## src/rtl/memory_stage_hs.sv

```systemverilog
// memory_stage_hs -- memory access stage between execute and writeback.
//
// Purpose: turns one instruction from execute into a result for writeback.
// Non-memory instructions pass alu_result through with one cycle of latency.
// Loads and stores of byte/half/word(/double) size are checked for
// legality, then issued to a variable-latency memory over a req/ack
// handshake. The stage stalls upstream while the access is outstanding.
//
// Ports:
//   clk, rst        clock, synchronous active-high reset
//   valid_in        instruction present this cycle (held by upstream while stall=1)
//   alu_result      effective address, or pass-through result
//   reg_data        store source data
//   mem_op          2'd0 skip, 2'd1 load, 2'd2 store (2'd3 reserved, treated as skip)
//   mem_size        00 byte, 01 half, 10 word, 11 double (double only when XLEN=64)
//   mem_unsigned    1 = zero-extend loads, 0 = sign-extend loads
//   stall           combinational: upstream must hold its inputs
//   mem_req/mem_we/mem_addr/mem_wdata/mem_wstrb   registered memory request
//   mem_ack, mem_rdata                           memory completion and read data
//   valid_out       one-cycle result pulse
//   write_out       writeback value, held until the next result
//   fault           accompanies valid_out: misaligned, illegal size or timeout
//   dbg_state       FSM state for observation: 0 = IDLE, 1 = BUSY
//
// Handshake: the memory holds a request for every cycle mem_req=1; the cycle
// in which mem_ack=1 completes it. Every mem_* output is stable from the
// request until that ack cycle. mem_ack is ignored outside BUSY.
//
// Optional feature (macro MEM_TIMEOUT_EN): when defined, a request that sees
// no ack for MAX_WAIT BUSY cycles is abandoned and reported with fault=1.
module memory_stage_hs #(
    parameter int XLEN     = 32,
    parameter int ADDR_W   = 32,
    parameter int MAX_WAIT = 15
) (
    input  logic                clk,
    input  logic                rst,
    input  logic                valid_in,
    input  logic [XLEN-1:0]     alu_result,
    input  logic [XLEN-1:0]     reg_data,
    input  logic [1:0]          mem_op,
    input  logic [1:0]          mem_size,
    input  logic                mem_unsigned,
    output logic                stall,
    output logic                mem_req,
    output logic                mem_we,
    output logic [ADDR_W-1:0]   mem_addr,
    output logic [XLEN-1:0]     mem_wdata,
    output logic [XLEN/8-1:0]   mem_wstrb,
    input  logic                mem_ack,
    input  logic [XLEN-1:0]     mem_rdata,
    output logic                valid_out,
    output logic [XLEN-1:0]     write_out,
    output logic                fault,
    output logic                dbg_state
);

    localparam int NB    = XLEN / 8;
    localparam int OFF_W = $clog2(NB);

    localparam logic [1:0] MEM_LOAD_OP  = 2'd1;
    localparam logic [1:0] MEM_STORE_OP = 2'd2;

    localparam logic [XLEN-1:0] ONE_X  = 1;
    localparam logic [NB-1:0]   ONE_NB = 1;

    typedef enum logic {IDLE = 1'b0, BUSY = 1'b1} state_t;

    state_t              state_q, state_d;
    logic                mem_req_q, mem_req_d;
    logic                mem_we_q, mem_we_d;
    logic [ADDR_W-1:0]   mem_addr_q, mem_addr_d;
    logic [XLEN-1:0]     mem_wdata_q, mem_wdata_d;
    logic [NB-1:0]       mem_wstrb_q, mem_wstrb_d;
    logic                valid_out_q, valid_out_d;
    logic [XLEN-1:0]     write_out_q, write_out_d;
    logic                fault_q, fault_d;
    logic [OFF_W-1:0]    off_q, off_d;
    logic [1:0]          size_q, size_d;
    logic                uns_q, uns_d;

    // Request decode (IDLE side)
    logic                is_mem;
    logic                size_ok;
    logic                misaligned;
    logic                legal;
    logic [OFF_W-1:0]    req_off;
    logic [3:0]          size_bytes;
    logic [OFF_W-1:0]    align_mask;
    logic [ADDR_W-1:0]   addr_ext;
    logic [NB-1:0]       strb;
    logic [XLEN-1:0]     chunk;
    logic [XLEN-1:0]     wdata_rep;
    int                  sb;

    // Load return path (BUSY side)
    logic [3:0]          ld_bytes;
    logic [XLEN-1:0]     shifted;
    logic [XLEN-1:0]     ld_mask;
    logic [XLEN-1:0]     sign_tmp;
    logic                ld_sign;
    logic [XLEN-1:0]     load_val;

    // Reserved encoding 2'd3 falls through as a pass-through instruction.
    assign is_mem     = valid_in & ((mem_op == MEM_LOAD_OP) | (mem_op == MEM_STORE_OP));
    assign size_ok    = !((mem_size == 2'd3) && (XLEN == 32));
    assign req_off    = alu_result[OFF_W-1:0];
    assign size_bytes = 4'd1 << mem_size;
    assign align_mask = OFF_W'(size_bytes - 4'd1);
    assign misaligned = |(req_off & align_mask);
    assign legal      = size_ok & ~misaligned;

    assign stall = (state_q == BUSY) | ((state_q == IDLE) & is_mem & legal);

    assign addr_ext = ADDR_W'(alu_result);

    // A shift by the full vector width yields zero, so subtracting one gives
    // an all-ones mask for the widest access without a special case.
    assign strb = ((ONE_NB << size_bytes) - ONE_NB) << req_off;

    always_comb begin
        sb        = int'(size_bytes);
        chunk     = reg_data & ((ONE_X << {size_bytes, 3'b000}) - ONE_X);
        wdata_rep = '0;
        for (int i = 0; i < NB; i++) begin
            if ((i % sb) == 0) begin
                wdata_rep = wdata_rep | (chunk << (8 * i));
            end
        end
    end

    always_comb begin
        ld_bytes = 4'd1 << size_q;
        shifted  = mem_rdata >> {off_q, 3'b000};
        ld_mask  = (ONE_X << {ld_bytes, 3'b000}) - ONE_X;
        sign_tmp = shifted >> ({ld_bytes, 3'b000} - 7'd1);
        ld_sign  = sign_tmp[0] & ~uns_q;
        load_val = (shifted & ld_mask) | (ld_sign ? ~ld_mask : '0);
    end

`ifdef MEM_TIMEOUT_EN
    localparam int CNT_W = $clog2(MAX_WAIT + 1);
    logic [CNT_W-1:0] cnt_q, cnt_d;
    logic             timeout;
    // Reaching MAX_WAIT on this cycle's increment ends the wait.
    assign timeout = (cnt_q == CNT_W'(MAX_WAIT - 1));
`endif

    always_comb begin
        state_d     = state_q;
        mem_req_d   = mem_req_q;
        mem_we_d    = mem_we_q;
        mem_addr_d  = mem_addr_q;
        mem_wdata_d = mem_wdata_q;
        mem_wstrb_d = mem_wstrb_q;
        valid_out_d = 1'b0;
        write_out_d = write_out_q;
        fault_d     = fault_q;
        off_d       = off_q;
        size_d      = size_q;
        uns_d       = uns_q;
`ifdef MEM_TIMEOUT_EN
        cnt_d       = '0;
`endif
        case (state_q)
            IDLE: begin
                if (valid_in) begin
                    if (!is_mem) begin
                        valid_out_d = 1'b1;
                        write_out_d = alu_result;
                        fault_d     = 1'b0;
                    end else if (!legal) begin
                        valid_out_d = 1'b1;
                        write_out_d = '0;
                        fault_d     = 1'b1;
                    end else begin
                        state_d     = BUSY;
                        mem_req_d   = 1'b1;
                        mem_we_d    = (mem_op == MEM_STORE_OP);
                        mem_addr_d  = addr_ext & ~ADDR_W'(NB - 1);
                        mem_wdata_d = (mem_op == MEM_STORE_OP) ? wdata_rep : '0;
                        mem_wstrb_d = (mem_op == MEM_STORE_OP) ? strb : '0;
                        off_d       = req_off;
                        size_d      = mem_size;
                        uns_d       = mem_unsigned;
                    end
                end
            end
            BUSY: begin
                if (mem_ack) begin
                    state_d     = IDLE;
                    mem_req_d   = 1'b0;
                    mem_we_d    = 1'b0;
                    valid_out_d = 1'b1;
                    fault_d     = 1'b0;
                    write_out_d = mem_we_q ? '0 : load_val;
                end
`ifdef MEM_TIMEOUT_EN
                else if (timeout) begin
                    state_d     = IDLE;
                    mem_req_d   = 1'b0;
                    mem_we_d    = 1'b0;
                    valid_out_d = 1'b1;
                    fault_d     = 1'b1;
                    write_out_d = '0;
                end else begin
                    cnt_d = cnt_q + 1'b1;
                end
`endif
            end
            default: state_d = IDLE;
        endcase
    end

    always_ff @(posedge clk) begin
        if (rst) begin
            state_q     <= IDLE;
            mem_req_q   <= 1'b0;
            mem_we_q    <= 1'b0;
            mem_addr_q  <= '0;
            mem_wdata_q <= '0;
            mem_wstrb_q <= '0;
            valid_out_q <= 1'b0;
            write_out_q <= '0;
            fault_q     <= 1'b0;
            off_q       <= '0;
            size_q      <= '0;
            uns_q       <= 1'b0;
`ifdef MEM_TIMEOUT_EN
            cnt_q       <= '0;
`endif
        end else begin
            state_q     <= state_d;
            mem_req_q   <= mem_req_d;
            mem_we_q    <= mem_we_d;
            mem_addr_q  <= mem_addr_d;
            mem_wdata_q <= mem_wdata_d;
            mem_wstrb_q <= mem_wstrb_d;
            valid_out_q <= valid_out_d;
            write_out_q <= write_out_d;
            fault_q     <= fault_d;
            off_q       <= off_d;
            size_q      <= size_d;
            uns_q       <= uns_d;
`ifdef MEM_TIMEOUT_EN
            cnt_q       <= cnt_d;
`endif
        end
    end

    assign mem_req   = mem_req_q;
    assign mem_we    = mem_we_q;
    assign mem_addr  = mem_addr_q;
    assign mem_wdata = mem_wdata_q;
    assign mem_wstrb = mem_wstrb_q;
    assign valid_out = valid_out_q;
    assign write_out = write_out_q;
    assign fault     = fault_q;
    assign dbg_state = (state_q == BUSY);

endmodule

```

## config.mk

```make
export PLATFORM = sky130hd
export DESIGN_NAME = memory_stage_hs
export DESIGN_NICKNAME = d
export VERILOG_FILES = /design/src/rtl/memory_stage_hs.sv
export SDC_FILE = /design/constraint.sdc
export NUM_CORES = 1
export LEC_CHECK = 0
export CAP_MARGIN = 5
export CORE_UTILIZATION = 30
export CTS_BUF_LIST = sky130_fd_sc_hd__clkbuf_8 sky130_fd_sc_hd__clkbuf_16
export DETAILED_ROUTE_END_ITERATION = 8
export GPL_TIMING_DRIVEN = 0
export SLEW_MARGIN = 20
export SYNTH_ARGS = -nofsm -noshare
export SYNTH_HDL_FRONTEND = slang
export SYNTH_SLANG_ARGS = --single-unit
```

## constraint.sdc

```tcl
create_clock -name clk -period 10.16 [get_ports clk]
set_input_delay 2.032 -clock clk [delete_from_list [all_inputs] [get_ports clk]]
set_output_delay 2.032 -clock clk [all_outputs]
set_load 0.01 [all_outputs]
```

[Yosys cells after proc, flatten, opt, wreduce, memory -nomap -nowiden]
Index checks and enable logic that the tools add are counted.
Cells by class
  add/sub/neg operators: 5
  div/mod/pow operators: 4
  eq/ne operators: 8
  shifts and indexed selects: 8
  mux-type cells: 36
  bitwise gates (word level): 18
  reduce and logical (&&, ||, !) cells: 9
Operators with widths (count)
  32-bit two-way mux: 11
  32-bit logical NOT: 4
  32-bit OR: 4
  32-bit bitwise AND: 2
  3-bit by 5-bit remainder unit with 32-bit output, first input constant: 2
  32-bit one-hot mux with 2 select lines: 1
  1-bit by 7-bit << shifter with 32-bit output, first input constant: 2
  32-bit by 1-bit subtractor with 32-bit output, second input constant: 2
  1-bit by 5-bit remainder unit with 32-bit output, first input constant: 1
  2-bit by 5-bit remainder unit with 32-bit output, first input constant: 1
  32-bit inverter: 1
  32-bit by 5-bit >> shifter with 32-bit output: 1
  32-bit by 7-bit >> shifter with 1-bit output: 1
  1-bit two-way mux: 18
  1-bit one-hot mux with 2 select lines: 5
  2-bit inequality test, second input constant: 4
  4-bit AND reduction: 2
  1-bit by 2-bit << shifter with 4-bit output, first input constant: 2
  7-bit by 1-bit subtractor with 7-bit output, second input constant: 1
  1-bit bitwise AND: 5
  2-bit == test, second input constant: 2
  4-bit two-way mux: 1
  1-bit by 4-bit << shifter with 4-bit output, first input constant: 1
  4-bit by 2-bit << shifter with 4-bit output: 1
  10 further kinds: 13
Storage, ports and cells
  register bits: 108
  input port bits: 105
  output and inout port bits: 106
  logic and storage cells: 100

[Depth between registers and ports, before layout]
Gate-level depths: netlist of run 1.
  depth after elaboration: 12
  gate-level depth with buffers: 25
  mapped depth without buffers: 19

[Worst setup path after synthesis of run 1]
Ideal clock, no wire load.
  path kind: input port to flip-flop
  start point: input mem_size[1]
  end point: register mem_wdata_q[10] (netlist: mem_wdata[10])
  library setup time: 0.136 ns
  arrival: 7.407 ns
  required time: 10.024 ns
  path slack: 2.618 ns
  cell stages on the path: 24
  buffers on the path: 5
  cell sequence: inv_1 > ha_1 > clkbuf_1 > clkbuf_1 > clkinv_1 > ha_1 > clkbuf_1 > inv_1 > a221oi_1 > o2111ai_1 > and3_1 > nand3_1 > o211ai_1 > and2_0 > clkbuf_1 > o31ai_1 > mux2i_2 > a2111oi_2 > a211o_2 > a31oi_2 > a41oi_1 > a311oi_2 > buf_4 > o32ai_1
On the way
  longest elaborated chain between the ends: 12
  elaborated cells between the ends (all ways): 28
  those cells by class: add/sub (2); div (4); eq/ne (1); shift (2); mux (5); bitwise (7); reduce/logical (7)
Ends and longest elaborated chain
  from (decl): RTL line 42  | input logic [1:0] mem_size,
  branches (longest 12 deep; another with 1-bit by 5-bit remainder unit with 32-bit output)
  to (signal assigned): RTL line 237  | mem_wdata_q <= mem_wdata_d;
  to (decl): RTL line 73  | logic [XLEN-1:0] mem_wdata_q, mem_wdata_d;
Several ways; the timed one is not identified.
A chain may end at the register's enable or synchronous reset.

[Worst setup path after layout of run 1]
  start point: input mem_size[0]
  end point: register mem_wdata_q[27] (netlist: mem_wdata[27])
Same word-level chain as after synthesis.

==> results.yml, run 1 <==
global_routing:
  overflow: 0
  grt_pass1_wl_um: 41200
  grt_pass1_vias: 7191
  grt_use_total_pct: 23.8
  grt_max_degree: 19
  antenna_found_initial: 0
outcome:
  run_status: "finished, final reports clean"
layout:
  multi_input_area_mm2: 0.00410
  area.sequential_mm2: 0.00216
  synthToLayoutAreaGrowth_pct: 40.6
  layout-drive-gt1-share_pct: 5.37
  n_fill_cell: 2239
  final_cell_area_mm2: 0.00938
  finalNonFillerCells: 1398
  nNetsFinal: 1235
  num_antenna_cells: 0
clocking:
  cts_max_path_buffers: 2
  clk-insertion-delay-late_ns: 0.37
  cts_setup_buffers: 0
  tritoncts: "yes"
  cts_hold_buf: 0
  cts-root-buf: "clkbuf_16"
  clock-sinks: 108
  htree_levels: 3
  clkTransAtPathRegs_ns: 0.08
  cts_buffers: 9
route:
  post-route-drc-count: 0
  routedWlPerCell_um: 19.8
  ant_nets: 0
  viasPerCell: 5.49
  wl_um: 27700
  vias: 7681
  drtPass1Iterations: 5
  drt_iter0_drc: 598
placed_design:
  dp_hpwl_um: 21600
  place_congestion: 0.921
  post-place-cells: 1382
  place_area_mm2: 0.00910
  dpl_worst_slack_ns: 0.259
  portBuffers: 206
power_and_ir_drop:
  swShare_pct: 33.3
  p_leak_nw: 3.35
  combPwrFrac_pct: 30.0
  power_density_mw_per_mm2: 121
  internal_power_mw: 0.757
  irDropWorstVdd_uv: 70.3
  p_sw_mw: 0.378
  clkPwrFrac_pct: 30.1
  seqPwrFrac_pct: 39.9
  total_power_mw: 1.14
critical_path:
  startpoint_type: "primary input"
  crit_fanout: 10
  crit_path_top_delay_cell: "clkdlybuf4s50_1"
  critical_path_arrival_ns: 9.61
  worstSetupPathType: "in2reg"
  worstSetupEndpointType: "register"
  path_common_cell: "clkbuf_1"
  cp.required_ns: 10.39
  slowest_delay_ns: 0.54
die:
  dieArea_mm2: 0.0228
  die_h_um: 151
  die-width_um: 151
  rows: 54
  io_pins: 211
  core-area_mm2: 0.0218
  initial_core_util_pct: 30.6
synthesis:
  ys_ff_latch: 108
  ys_types: 75
  synthArstFlopShare_pct: 0
  synth_seq_area_share_pct: 32.4
  netlist_area_mm2: 0.00667
  synth_edf_count: 0
  yosysWarnings: 0
  ys.flop_type: "dfxtp_1"
  postSynthCellCount: 894
  avgSynthCellArea_um2: 7.46
timing:
  skew_ns: 0.0108
  max_freq_ghz: 0.107
  setup_ws_ns: 0.781
  finalSetupViolCount: 0
  period_needed_ns: 9.38
  finalHoldViolCount: 0
  worst_pin_slew_ns: 0.713
  report.final.slew_viol_count: 0
  rsz0062_at_grt: "no"
  setup_tns_ns: 0
  relSlewSlack_pct: 52.3
  fin_crit_sh_pct: 92.3
job:
  maxCapViolations: 0
min_path:
  hold_path.class: "reg2reg"
[metrics by stage]
step,hold slack (ns),util (%)
final,0.455,43.0
after global routing,0.476,43.0
after CTS,0.456,43.0
after detailed placement,0.441,41.7
after global placement,0.438,41.6
after floorplan,0.436,-
[state kept, by name (all words and copies together) (netlist names)]
name	count
dbg_state	1
valid_out	1
fault	1
size_q	2
mem_addr	30
write_out	32
uns_q	1
mem_wdata	32
mem_wstrb	4
off_q	2
mem_we	1
mem_req	1
[placed cells by master, fill, tap and decap left out, types with 7 or more instances in the layout]
cell,netlist,routed
clkdlybuf4s50_1,0,206
nand2_1,154,154
dfxtp_1,108,108
a21oi_1,102,102
nor2_1,60,60
clkbuf_1,56,55
o21ai_0,36,36
a211oi_1,33,33
a22oi_1,28,28
inv_1,26,27
o31ai_1,25,25
mux2i_1,20,20
nor2b_1,17,17
nand3_1,17,17
ha_1,17,17
a31oi_1,15,15
or2_2,12,12
a21o_1,12,12
a211o_1,11,11
and3_1,10,10
clkbuf_16,0,9
o211ai_1,8,8
a32oi_1,8,8
nand2b_1,7,7
o32ai_1,7,7
buf_1,7,7
[final cells by class]
cell class / count / share of cell area [%]
plain buffers: 74 / 3.28
clock buffers: 9 / 2.40
clock inverters: 7 / 0.547
inverters: 31 / 1.28
multi-input cells: 682 / 43.7
flip-flops and latches: 108 / 23.0
well taps: 280 / 3.73
repair buffers: 207 / 22.0
[per-layer routing]
| layer | routed length (µm) | part of all wire, % | GRT usage, % | vias to the layer above |
|---|---|---|---|---|
| met4 | 602 | 2.2 | 7.70 | 0 |
| met5 | 0 | 0 | 0 | - |
| li1 | - | - | - | 3665 |
| met1 | 11900 | 43 | 31.2 | 3629 |
| met2 | 12900 | 47 | 39.7 | 347 |
| met3 | 2260 | 8.2 | 3.77 | 40 |
[critical path, delay by kind of cell]
kind | cells | cell delay, ns
AO/OA/AOI/OAI | 10 | 2.87
AND/OR/NAND/NOR | 3 | 0.77
adder cells (fa/ha/maj) | 2 | 0.56
buffers and inverters | 9 | 2.84
multiplexers | 1 | 0.51
[power groups by stage]
stage	sequential [mW]	clock, mW	combinational (mW)
after global routing	0.456	0.361	0.368
after global placement	0.463	0	0.334
after floorplan	0.470	0	0.177
after detailed placement	0.463	0	0.334
after CTS	0.453	0.346	0.335
final	0.453	0.342	0.340
[cells by family after synthesis]
group,Yosys count,share of synthesized area (%)
simple gates,310,21.2
other cells,1,0.0562
compound gates,324,32.4
buf+inv,105,6.34
mux,26,4.11
fa+ha+maj,17,3.19
flops,108,32.4
xor+xnor,3,0.394
[timing repair]
| action | CTS | global route |
|---|---|---|
| gates resized for setup | 0 | 3 |
| endpoints found under the hold margin | 0 | 0 |
| setup endpoints to repair | 0 | 31 |
[cells in the mapped netlist, types with 5 or more instances]
cell type / instances / share of area, %
clkbuf_1: 56 / 3.2
inv_1: 26 / 1.5
nor2b_1: 17 / 1.6
dfxtp_1: 108 / 32
o211ai_1: 8 / 0.90
nor2_1: 60 / 3.4
nand3_1: 17 / 1.3
buf_4: 6 / 0.68
o21ai_0: 36 / 2.7
a31oi_1: 15 / 1.4
buf_1: 7 / 0.39
a211o_1: 11 / 1.4
o31ai_1: 25 / 2.8
a211oi_1: 33 / 3.7
nand2_1: 154 / 8.7
ha_1: 17 / 3.2
a32oi_1: 8 / 1.1
and2_1: 5 / 0.47
a21oi_1: 102 / 7.7
a22oi_1: 28 / 3.2
nand2b_1: 7 / 0.66
and3_1: 10 / 0.94
or3_1: 5 / 0.47
or2_2: 12 / 1.1
buf_2: 5 / 0.38
mux2i_1: 20 / 3.0
o32ai_1: 7 / 0.92
a21o_1: 12 / 1.4
[path summary, 6_finish.rpt]
check                                  start             to  slack [ns]  depth (start not counted)
worst max-delay path             mem_size[0]  mem_wdata[27]        0.78                         25
worst min-delay path            mem_addr[22]   mem_addr[22]        0.46                          2
worst min register to register  mem_addr[22]   mem_addr[22]        0.46                          2
worst max register to register     size_q[0]  write_out[25]        7.11                         12
No activity file was read; power rests on OpenSTA's default activity.
==> inputs of run 2 (changes only) <==
--- a/config.mk
+++ b/config.mk
@@ -6,10 +6,13 @@
 export NUM_CORES = 1
 export LEC_CHECK = 0
 export CAP_MARGIN = 5
-export CORE_UTILIZATION = 30
+export CELL_PAD_IN_SITES_DETAIL_PLACEMENT = 2
+export CELL_PAD_IN_SITES_GLOBAL_PLACEMENT = 2
+export CORE_UTILIZATION = 28
 export CTS_BUF_LIST = sky130_fd_sc_hd__clkbuf_8 sky130_fd_sc_hd__clkbuf_16
 export DETAILED_ROUTE_END_ITERATION = 8
 export GPL_TIMING_DRIVEN = 0
+export PLACE_DENSITY_LB_ADDON = 0.1
 export SLEW_MARGIN = 20
 export SYNTH_ARGS = -nofsm -noshare
 export SYNTH_HDL_FRONTEND = slang
==> run 2 against run 1 <==
  * Clock skew grew 0.0061 ns
  * Via count fell by 0.53%
  * Non-clock buffer count unchanged
  * Critical path type unchanged
  * Critical endpoint is now mem_wdata[14]
  * Largest cell class unchanged
  * Highest routed layer unchanged
==> results.yml, run 2 (synthesized netlist as in run 1, its figures left out) <==
critical_path:
  path_common_cell: "clkbuf_1"
  worstSetupEndpointType: "register"
  startpoint_type: "primary input"
  critical_path_arrival_ns: 9.67
  slowest_delay_ns: 0.54
  cp.required_ns: 10.38
  crit_path_top_delay_cell: "clkdlybuf4s50_1"
  worstSetupPathType: "in2reg"
  crit_fanout: 10
clocking:
  clkTransAtPathRegs_ns: 0.08
  cts-root-buf: "clkbuf_16"
  clk-insertion-delay-late_ns: 0.36
  cts_hold_buf: 0
  tritoncts: "yes"
  cts_buffers: 9
  htree_levels: 3
  cts_max_path_buffers: 2
  clock-sinks: 108
layout:
  finalNonFillerCells: 1436
  synthToLayoutAreaGrowth_pct: 41.8
  fin_util_pct: 40.4
  nNetsFinal: 1235
  layout-drive-gt1-share_pct: 5.37
  num_antenna_cells: 0
  final_common_cell: "clkdlybuf4s50_1"
  layout_common_cells: "clkdlybuf4s50_1 (206), nand2_1 (154), dfxtp_1 (108)"
  n_fill_cell: 2753
timing:
  period_needed_ns: 9.45
  report.final.slew_viol_count: 0
  fin_crit_sh_pct: 93.1
  worst_hold_slack_ns: 0.461
  skew_ns: 0.0169
  rsz0062_at_grt: "no"
  worst_pin_slew_ns: 0.889
  relSlewSlack_pct: 40.7
  finalSetupViolCount: 0
  finalHoldViolCount: 0
  max_freq_ghz: 0.106
global_routing:
  grt_pass1_vias: 8158
  grt_max_degree: 20
  antenna_found_initial: 1
  overflow: 0
  grt_pass1_wl_um: 47800
  grt_use_total_pct: 25.6
route:
  vias: 7640
  routedWlPerCell_um: 21.6
  post-route-drc-count: 0
  viasPerCell: 5.32
  drtPass1Iterations: 4
  drt_iter0_drc: 284
  ant_nets: 0
  wl_um: 31000
placed_design:
  portBuffers: 206
  dp_hpwl_um: 24400
  post-place-cells: 1421
  place_congestion: 0.835
outcome:
  run_status: "finished, final reports clean"
power_and_ir_drop:
  seqPwrFrac_pct: 38.2
  swShare_pct: 33.7
  clkPwrFrac_pct: 32.3
  irDropWorstVdd_uv: 63.6
  p_sw_mw: 0.399
  power_density_mw_per_mm2: 125
  p_leak_nw: 3.36
  total_power_mw: 1.18
  internal_power_mw: 0.785
  combPwrFrac_pct: 29.5
min_path:
  hold_path.class: "reg2reg"
job:
  maxCapViolations: 0
die:
  initial_core_util_pct: 28.5
  die-width_um: 156
  dieArea_mm2: 0.0244
  rows: 56
  io_pins: 211
  die_h_um: 156
  core-area_mm2: 0.0234
-- run 2: cell types whose count changed in the layout (fill, tap and decap cells not counted), sizes merged --
cell and change:
bufinv +1, clkinv -2
-- run 2: worst max-delay path: cells and delay by family --
kind            cells  cell delay [ns]
buf+inv             9             2.86
mux                 1             0.50
fa+ha+maj           2             0.58
simple gates        3             0.81
compound gates     10             2.87
-- run 2: what timing repair did --
item / 4_1_cts / 5_1_grt
gates resized for setup: 0 / 3
buffers inserted: 0 / 0
setup endpoints to repair: 0 / 30
-- run 2: worst paths after layout --
check                                   from            end  slack [ns]  cells after the start
worst max-delay path             mem_size[0]  mem_wdata[14]        0.71                     25
worst min-delay path            mem_addr[22]   mem_addr[22]        0.46                      2
worst max register to register     size_q[0]  write_out[27]        6.93                     12
worst min register to register  mem_addr[22]   mem_addr[22]        0.46                      2
-- run 2: area by class of cell --
cell class	count	area [µm²]	area share, %
multi-input cells	682	4100	43.3
well taps	319	399	4.22
clock buffers	9	225	2.38
repair buffers	207	2070	21.8
inverters	31	120	1.27
clock inverters	6	81.3	0.860
plain buffers	74	308	3.25
flip-flops and latches	108	2160	22.9
-- run 2: power groups by stage --
stage | sequential (mW) | combinational [mW] | clock, mW
after global routing | 0.456 | 0.379 | 0.407
after global placement | 0.462 | 0.342 | 0
after CTS | 0.453 | 0.351 | 0.391
after detailed placement | 0.463 | 0.348 | 0
after floorplan | 0.470 | 0.177 | 0
final | 0.453 | 0.350 | 0.382
-- run 2: routing by layer --
layer	share of wire (%)	GRT usage, %	wire, µm	vias to the layer above
met5	0	0	0	-
met4	1.3	5.51	416	0
met3	4.4	3.21	1350	25
met2	49	45.5	15300	200
met1	45	32.8	14000	3745
li1	-	-	-	3670
-- run 2: metrics by stage --
stage / instance area (µm²) / worst slack (ns) / setup TNS [ns]
CTS: 9460 / 0.282 / 0
global route: 9460 / 0.157 / 0
floorplan: 6680 / 2.62 / 0
finish: 9460 / 0.705 / 0
global placement: 9140 / -0.0189 / -0.106
detailed placement: 9150 / -0.0937 / -1.78
